==> config.mk <==
export PLATFORM = sky130hd
export DESIGN_NAME = matmul_cmd_ctrl
export DESIGN_NICKNAME = d
export VERILOG_FILES = /design/src/rtl/matmul_cmd_ctrl_pkg.sv /design/src/rtl/matmul_mask_gen.sv /design/src/rtl/matmul_cmd_ctrl.sv
export SDC_FILE = /design/constraint.sdc
export NUM_CORES = 1
export LEC_CHECK = 0
export CAP_MARGIN = 10
export CORE_UTILIZATION = 30
export CTS_BUF_LIST = sky130_fd_sc_hd__clkbuf_8
export DETAILED_ROUTE_END_ITERATION = 6
export SYNTH_ARGS = -nofsm -noshare
export SYNTH_HDL_FRONTEND = slang
export SYNTH_HIERARCHICAL = 1
export SYNTH_SLANG_ARGS = --single-unit
export TNS_END_PERCENT = 20
==> constraint.sdc <==
create_clock -name clk -period 3.1 [get_ports clk]
set_clock_uncertainty 0.05 [all_clocks]
set_input_delay 0.62 -clock clk [delete_from_list [all_inputs] [get_ports clk]]
set_output_delay 0.62 -clock clk [all_outputs]
set_load 0.01 [all_outputs]
==> src/rtl/matmul_cmd_ctrl_pkg.sv <==
// rtl/matmul_cmd_ctrl_pkg.sv - shared constants, FSM encoding and count-to-mask helpers
package matmul_cmd_ctrl_pkg;

    localparam int MM_SIZE    = 8;
    localparam int MM_LOG2    = 3;
    localparam int MM_TIMEOUT = 64;

    localparam logic [1:0] ST_IDLE  = 2'd0;
    localparam logic [1:0] ST_ISSUE = 2'd1;
    localparam logic [1:0] ST_BUSY  = 2'd2;
    localparam logic [1:0] ST_DRAIN = 2'd3;

    typedef logic [MM_LOG2:0]   mm_count_t;
    typedef logic [MM_SIZE-1:0] mm_mask_t;

    function automatic mm_count_t sat_count(input mm_count_t n);
        return (n > mm_count_t'(MM_SIZE)) ? mm_count_t'(MM_SIZE) : n;
    endfunction

    // (1<<n)-1 on the saturated count; a full shift-out yields all ones
    function automatic mm_mask_t count_to_mask(input mm_count_t n);
        mm_mask_t ones;
        ones = '1;
        return ~(ones << sat_count(n));
    endfunction

endpackage

==> src/rtl/matmul_mask_gen.sv <==
// rtl/matmul_mask_gen.sv - saturating count to thermometer validity mask
module matmul_mask_gen
    import matmul_cmd_ctrl_pkg::*;
(
    input  mm_count_t count_i,
    output mm_mask_t  mask_o
);

    assign mask_o = count_to_mask(count_i);

endmodule

==> src/rtl/matmul_cmd_ctrl.sv <==
// rtl/matmul_cmd_ctrl.sv - command sequencer and writeback generator for the 8x8 matmul unit
module matmul_cmd_ctrl
    import matmul_cmd_ctrl_pkg::*;
#(
    parameter int MAT_MUL_SIZE      = MM_SIZE,
    parameter int LOG2_MAT_MUL_SIZE = MM_LOG2,
    parameter int REGIDWIDTH        = 8,
    parameter int NUMLANES          = 8,
    parameter int TIMEOUT           = MM_TIMEOUT
) (
    input  logic                         clk,
    input  logic                         resetn,
    input  logic                         cmd_valid,
    output logic                         cmd_ready,
    input  logic [REGIDWIDTH-1:0]        cmd_dst,
    input  logic [LOG2_MAT_MUL_SIZE:0]   cmd_a_rows,
    input  logic [LOG2_MAT_MUL_SIZE:0]   cmd_a_cols,
    input  logic [LOG2_MAT_MUL_SIZE:0]   cmd_b_cols,
    input  logic [NUMLANES-1:0]          cmd_vmask,
    input  logic                         abort,
    output logic                         mm_activate,
    output logic [MAT_MUL_SIZE-1:0]      mm_mask_a_rows,
    output logic [MAT_MUL_SIZE-1:0]      mm_mask_a_cols,
    output logic [MAT_MUL_SIZE-1:0]      mm_mask_b_rows,
    output logic [MAT_MUL_SIZE-1:0]      mm_mask_b_cols,
    input  logic                         mm_in_progress,
    input  logic                         mm_data_avail,
    output logic                         wb_we,
    output logic [REGIDWIDTH-1:0]        wb_dst,
    output logic [NUMLANES-1:0]          wb_mask,
    output logic                         busy,
    output logic                         cmd_err,
    output logic                         timeout_err
);

    localparam int WD_W = $clog2(TIMEOUT) + 1;

    logic [1:0]                     state_q, state_d;
    logic [WD_W-1:0]                wd_q, wd_d;
    logic [LOG2_MAT_MUL_SIZE:0]     row_q, row_d;
    logic [LOG2_MAT_MUL_SIZE:0]     arows_q, arows_d;
    logic [REGIDWIDTH-1:0]          dst_q, dst_d;
    logic [NUMLANES-1:0]            vmask_q, vmask_d;
    logic [MAT_MUL_SIZE-1:0]        mar_q, mar_d, mac_q, mac_d, mbr_q, mbr_d, mbc_q, mbc_d;
    logic [MAT_MUL_SIZE-1:0]        mar_c, mac_c, mbr_c, mbc_c;
    logic                           ready_q, ready_d;
    logic                           we_q, we_d;
    logic [REGIDWIDTH-1:0]          wbdst_q, wbdst_d;
    logic [NUMLANES-1:0]            wbmask_q, wbmask_d;
    logic                           cerr_q, cerr_d;
    logic                           terr_q, terr_d;
    logic                           accept, zero_cmd, active, abort_act;

    matmul_mask_gen u_mask_a_rows (.count_i(cmd_a_rows), .mask_o(mar_c));
    matmul_mask_gen u_mask_a_cols (.count_i(cmd_a_cols), .mask_o(mac_c));
    matmul_mask_gen u_mask_b_rows (.count_i(cmd_a_cols), .mask_o(mbr_c));
    matmul_mask_gen u_mask_b_cols (.count_i(cmd_b_cols), .mask_o(mbc_c));

    assign active    = (state_q != ST_IDLE);
    assign abort_act = abort & active;
    assign accept    = cmd_valid & ready_q & (state_q == ST_IDLE);
    assign zero_cmd  = (cmd_a_rows == '0) | (cmd_a_cols == '0) | (cmd_b_cols == '0);

    always_comb begin
        state_d  = state_q;
        wd_d     = wd_q;
        row_d    = row_q;
        arows_d  = arows_q;
        dst_d    = dst_q;
        vmask_d  = vmask_q;
        mar_d    = mar_q;
        mac_d    = mac_q;
        mbr_d    = mbr_q;
        mbc_d    = mbc_q;
        we_d     = 1'b0;
        wbdst_d  = wbdst_q;
        wbmask_d = wbmask_q;
        cerr_d   = 1'b0;
        terr_d   = 1'b0;

        case (state_q)
            ST_IDLE: begin
                if (accept) begin
                    if (zero_cmd) begin
                        cerr_d = 1'b1;
                    end else begin
                        arows_d = sat_count(cmd_a_rows);
                        dst_d   = cmd_dst;
                        vmask_d = cmd_vmask;
                        mar_d   = mar_c;
                        mac_d   = mac_c;
                        mbr_d   = mbr_c;
                        mbc_d   = mbc_c;
                        state_d = ST_ISSUE;
                    end
                end
            end
            ST_ISSUE: begin
                wd_d    = '0;
                row_d   = '0;
                state_d = ST_BUSY;
            end
            ST_BUSY: begin
                wd_d = wd_q + 1'b1;
                if (mm_data_avail) begin
                    state_d = ST_DRAIN;
                end else if (wd_d == WD_W'(TIMEOUT - 1)) begin
                    state_d = ST_IDLE;
                    terr_d  = 1'b1;
                end
            end
            default: begin
                if (!mm_data_avail) begin
                    state_d = ST_IDLE;
                end
            end
        endcase

        // The row that moves BUSY into DRAIN is written back like any DRAIN row
        if (((state_q == ST_BUSY) || (state_q == ST_DRAIN)) && mm_data_avail
            && (row_q < arows_q)) begin
            we_d     = 1'b1;
            wbdst_d  = dst_q + REGIDWIDTH'(row_q);
            wbmask_d = vmask_q;
            row_d    = row_q + 1'b1;
        end

        if (abort_act) begin
            state_d = ST_IDLE;
            we_d    = 1'b0;
            terr_d  = 1'b0;
        end

        if (active && (state_d == ST_IDLE)) begin
            mar_d = '0;
            mac_d = '0;
            mbr_d = '0;
            mbc_d = '0;
        end
    end

    // Ready only after a full IDLE cycle, so a returning op never overlaps an accept
    assign ready_d = (state_q == ST_IDLE) && (state_d == ST_IDLE);

    always_ff @(posedge clk) begin
        if (!resetn) begin
            state_q  <= ST_IDLE;
            wd_q     <= '0;
            row_q    <= '0;
            arows_q  <= '0;
            dst_q    <= '0;
            vmask_q  <= '0;
            mar_q    <= '0;
            mac_q    <= '0;
            mbr_q    <= '0;
            mbc_q    <= '0;
            ready_q  <= 1'b1;
            we_q     <= 1'b0;
            wbdst_q  <= '0;
            wbmask_q <= '0;
            cerr_q   <= 1'b0;
            terr_q   <= 1'b0;
        end else begin
            state_q  <= state_d;
            wd_q     <= wd_d;
            row_q    <= row_d;
            arows_q  <= arows_d;
            dst_q    <= dst_d;
            vmask_q  <= vmask_d;
            mar_q    <= mar_d;
            mac_q    <= mac_d;
            mbr_q    <= mbr_d;
            mbc_q    <= mbc_d;
            ready_q  <= ready_d;
            we_q     <= we_d;
            wbdst_q  <= wbdst_d;
            wbmask_q <= wbmask_d;
            cerr_q   <= cerr_d;
            terr_q   <= terr_d;
        end
    end

    assign cmd_ready      = ready_q;
    assign mm_activate    = active;
    assign mm_mask_a_rows = mar_q;
    assign mm_mask_a_cols = mac_q;
    assign mm_mask_b_rows = mbr_q;
    assign mm_mask_b_cols = mbc_q;
    assign wb_we          = we_q & ~abort_act;
    assign wb_dst         = wbdst_q;
    assign wb_mask        = wbmask_q;
    assign busy           = active | mm_in_progress;
    assign cmd_err        = cerr_q;
    assign timeout_err    = terr_q;

endmodule

==> results by group <==
Status
  – Status: completed

Synth
  – Seq/Total Area, Yosys: 41.9%
  – Post-synth ARST share: 0%
  – Synthesized area per cell: 8.60 um2
  – Syn. warnings: 6
  – Syn nets: 522
  – Post-synth EDFFs: 0
  – Cell Area, Synth: 0.00406 mm2
  – Synth area leaders: dfxtp_1, nand2_1, a21oi_2
  – Top cells by count, synth: nand2_1, dfxtp_1, a21oi_1, a21oi_2, nor2_1
  – Gate Count Post-Synth: 472
  – Cell taking the most area after synthesis: dfxtp_1
  – Seq cells post-synth: 85
  – Most common cell in the netlist: nand2_1
  – Post-synth cell types: 51
  – Area share of the largest cell type after synthesis: 41.9%
  – Ys flop type: dfxtp_1

Drt
  – DRT Wirelength: 9.92 mm
  – WL met2: 4.57 mm
  – Post-route DRC violation count: 0
  – Highest routed layer: met4
  – WL met1: 4.84 mm
  – Detailed Route Iter0 Violations: 200
  – DR pass1 iterations: 4
  – Routed vias/inst: 4.67
  – Routed WL per cell: 13.3 um
  – Met3 routed WL: 341 um
  – Vias: 3,474
  – Post-route ant nets: 0

STA
  – Unrepaired setup endpoints after global routing: false
  – Final setup fails: 0
  – Worst-Margin Slew: 0.654 ns
  – Hold Fails Final Rpt: 0
  – Worst-case hold slack: 0.405 ns
  – Part of the cycle the worst path needs: 90.3%
  – Fmax: 0.357 GHz
  – Slew margin rel.: 56.0%
  – Tmin final: 2.80 ns
  – Post-route setup slack: 0.299 ns
  – Final Max Slew Viols: 0
  – Post-route setup TNS: 0 ns

Flow run
  – Max cap viols: 0

CTS
  – Hold_buf cts: 0
  – Post-CTS Resized: 0
  – Post-CTS setup buffers: 0
  – CTS tree: built
  – Sink Count: 85
  – Clk_lat worst skew: 0.36 ns
  – Root Buffer: clkbuf_8
  – H-Tree Depth: 3
  – Cts bufs inserted: 9
  – Clock buffer depth: 2
  – Worst-path clk slew: 0.08 ns

Floorplan
  – Die area: 0.0140 mm2
  – Initial core utilization: 30.7%
  – Die height: 118 um
  – IO Count: 88
  – Row count: 42
  – Die W: 118 um
  – Core Region: 0.0132 mm2

Setup path
  – CP peak stage delay: 0.48 ns
  – CP Data Required Time: 2.43 ns
  – Most used cell, CP: nor2b_1
  – Startpoint types: flop
  – Crit path capture type: output pin
  – CP Data Arrival Time: 2.13 ns
  – Setup Crit Path Kind: reg2out
  – R2R Path End: mm_mask_b_cols[7]
  – R2r setup slk: 0.56 ns
  – Path depth of the worst reg2reg path: 9
  – Crit path cell chain: inv_1 > ha_1 > nor2b_1 > nor2b_1 > clkdlybuf4s50_1
  – Worst r2r src: state_q[1]
  – CP max stage cell: dfxtp_1
  – Max FO, Critical Path: 8

Hold path
  – Worst Hold Path Cells: 2
  – Min-delay src: vmask_q[4]
  – Hold Path Sink: vmask_q[4]
  – Min-Delay Path Class: reg2reg

Finish
  – Final core utilization: 41.2%
  – Multi-input gate area: 0.00218 mm2
  – Diodes inserted: 0
  – Final net count: 615
  – Synthesis-to-layout area growth: 34.3%
  – Final instance area: 0.00545 mm2
  – Fill cells: 1,366
  – Share of layout cells above drive strength 1: 16.7%
  – Storage cell area: 0.00170 mm2

Power and ir drop
  – Sw Ratio: 33.5%
  – Share of power burned in registers: 39.0%
  – IR drop worst, VDD: 0.000260 V
  – Pint: 0.00236 W
  – Comb power frac: 34.9%
  – Leak pwr: 1.93 nW
  – PwrDens: 650 mW/mm2
  – Clock Power Share: 26.1%
  – Sw Pwr: 0.00119 W

Place
  – Pre-CTS setup slack: 0.0878 ns
  – IO buf count: 87
  – Placer Congestion: 0.781
  – Area after DPL: 0.00523 mm2
  – DPL Wire Length: 6.98 mm

Global route
  – Vias in the first global route: 3,411
  – Pin count of the biggest net entering global routing: 53
  – Initial antenna violation count: 0
  – Gr usage total: 14.8%
  – Remaining Overflow, GRT: 0
  – First-pass GRT wire length: 16.5 mm
## area by class of cell
class,count,area share [%]
Inverter,15,1.03
Sequential cell,85,31.2
Tap cell,176,4.04
Multi-Input combinational cell,346,40.0
Clock inverter,5,1.88
Clock buffer,9,2.27
Timing Repair Buffer,108,19.6
## metrics by stage
| stage | total power, W | cells |
|---|---|---|
| after floorplan | 0.00211 | 472 |
| after global placement | 0.00263 | 730 |
| after detailed placement | 0.00265 | 730 |
| after CTS | 0.00359 | 744 |
| after global routing | 0.00376 | 744 |
| final | 0.00354 | 744 |
## layer usage
metal | global-route usage [%] | vias up
met5 | 0 | -
met2 | 23.6 | 77
met4 | 6.97 | 0
met3 | 3.09 | 11
li1 | - | 1776
met1 | 18.9 | 1610
## flip-flops by register name, summed over array words and instances, names as in the netlist
signal	cells
row_q	4
wd_q	7
mm_mask_b_cols	8
vmask_q	8
cmd_err	1
mm_mask_b_rows	8
mm_mask_a_rows	8
wb_mask	8
cmd_ready	1
dst_q	8
arows_q	4
mm_mask_a_cols	8
wb_dst	8
state_q	2
we_q	1
timeout_err	1
## cell usage in the layout (no fill, tap or decap), types with 9 or more instances in the layout
cell type	synthesis	layout
clkdlybuf4s50_1	0	87
dfxtp_1	85	85
a21oi_1	34	33
ha_1	15	15
clkbuf_8	0	9
or3_1	10	10
inv_1	13	14
mux2i_1	12	12
o21ai_0	9	9
a21oi_2	32	33
nand2_1	110	110
buf_4	1	18
nor2_1	30	30
## logic make-up after synthesis
kind of cell / count (synthesis) / synth area share [%]
AO/OA/AOI/OAI: 108 / 19.6
XOR/XNOR: 8 / 1.73
adder cells (fa/ha/maj): 16 / 5.12
buffers and inverters: 41 / 4.47
flip-flops: 85 / 41.9
multiplexers: 14 / 3.51
AND/OR/NAND/NOR: 200 / 23.6
## worst max-delay path, delay by kind of cell (launching register included)
family        cells  cell delay, ns
buf+inv           2            0.59
fa+ha+maj         1            0.34
flops             1            0.48
simple gates      2            0.36
## power groups by stage
stage | logic (W) | clock network (W) | registers [W]
2_1_floorplan | 0.000680 | 0 | 0.00143
3_3_place_gp | 0.00123 | 0 | 0.00140
3_5_place_dp | 0.00124 | 0 | 0.00141
4_1_cts | 0.00125 | 0.000963 | 0.00138
5_1_grt | 0.00135 | 0.00100 | 0.00141
6_report | 0.00124 | 0.000925 | 0.00138
## worst max-delay path by stage
stage / start / end / slack (ns) / cells past startpoint
floorplan: cmd_valid / mm_mask_a_cols[0] / 0.80 / 7
finish: state_q[1] / wb_we / 0.30 / 5
global route: state_q[0] / wb_we / 0.19 / 5
CTS: state_q[1] / wb_we / 0.29 / 5
detailed placement: cmd_a_cols[1] / mm_mask_b_cols[7] / 0.09 / 9
global placement: cmd_a_cols[1] / mm_mask_b_cols[7] / 0.11 / 9
No activity file was read; power rests on OpenSTA's default activity.
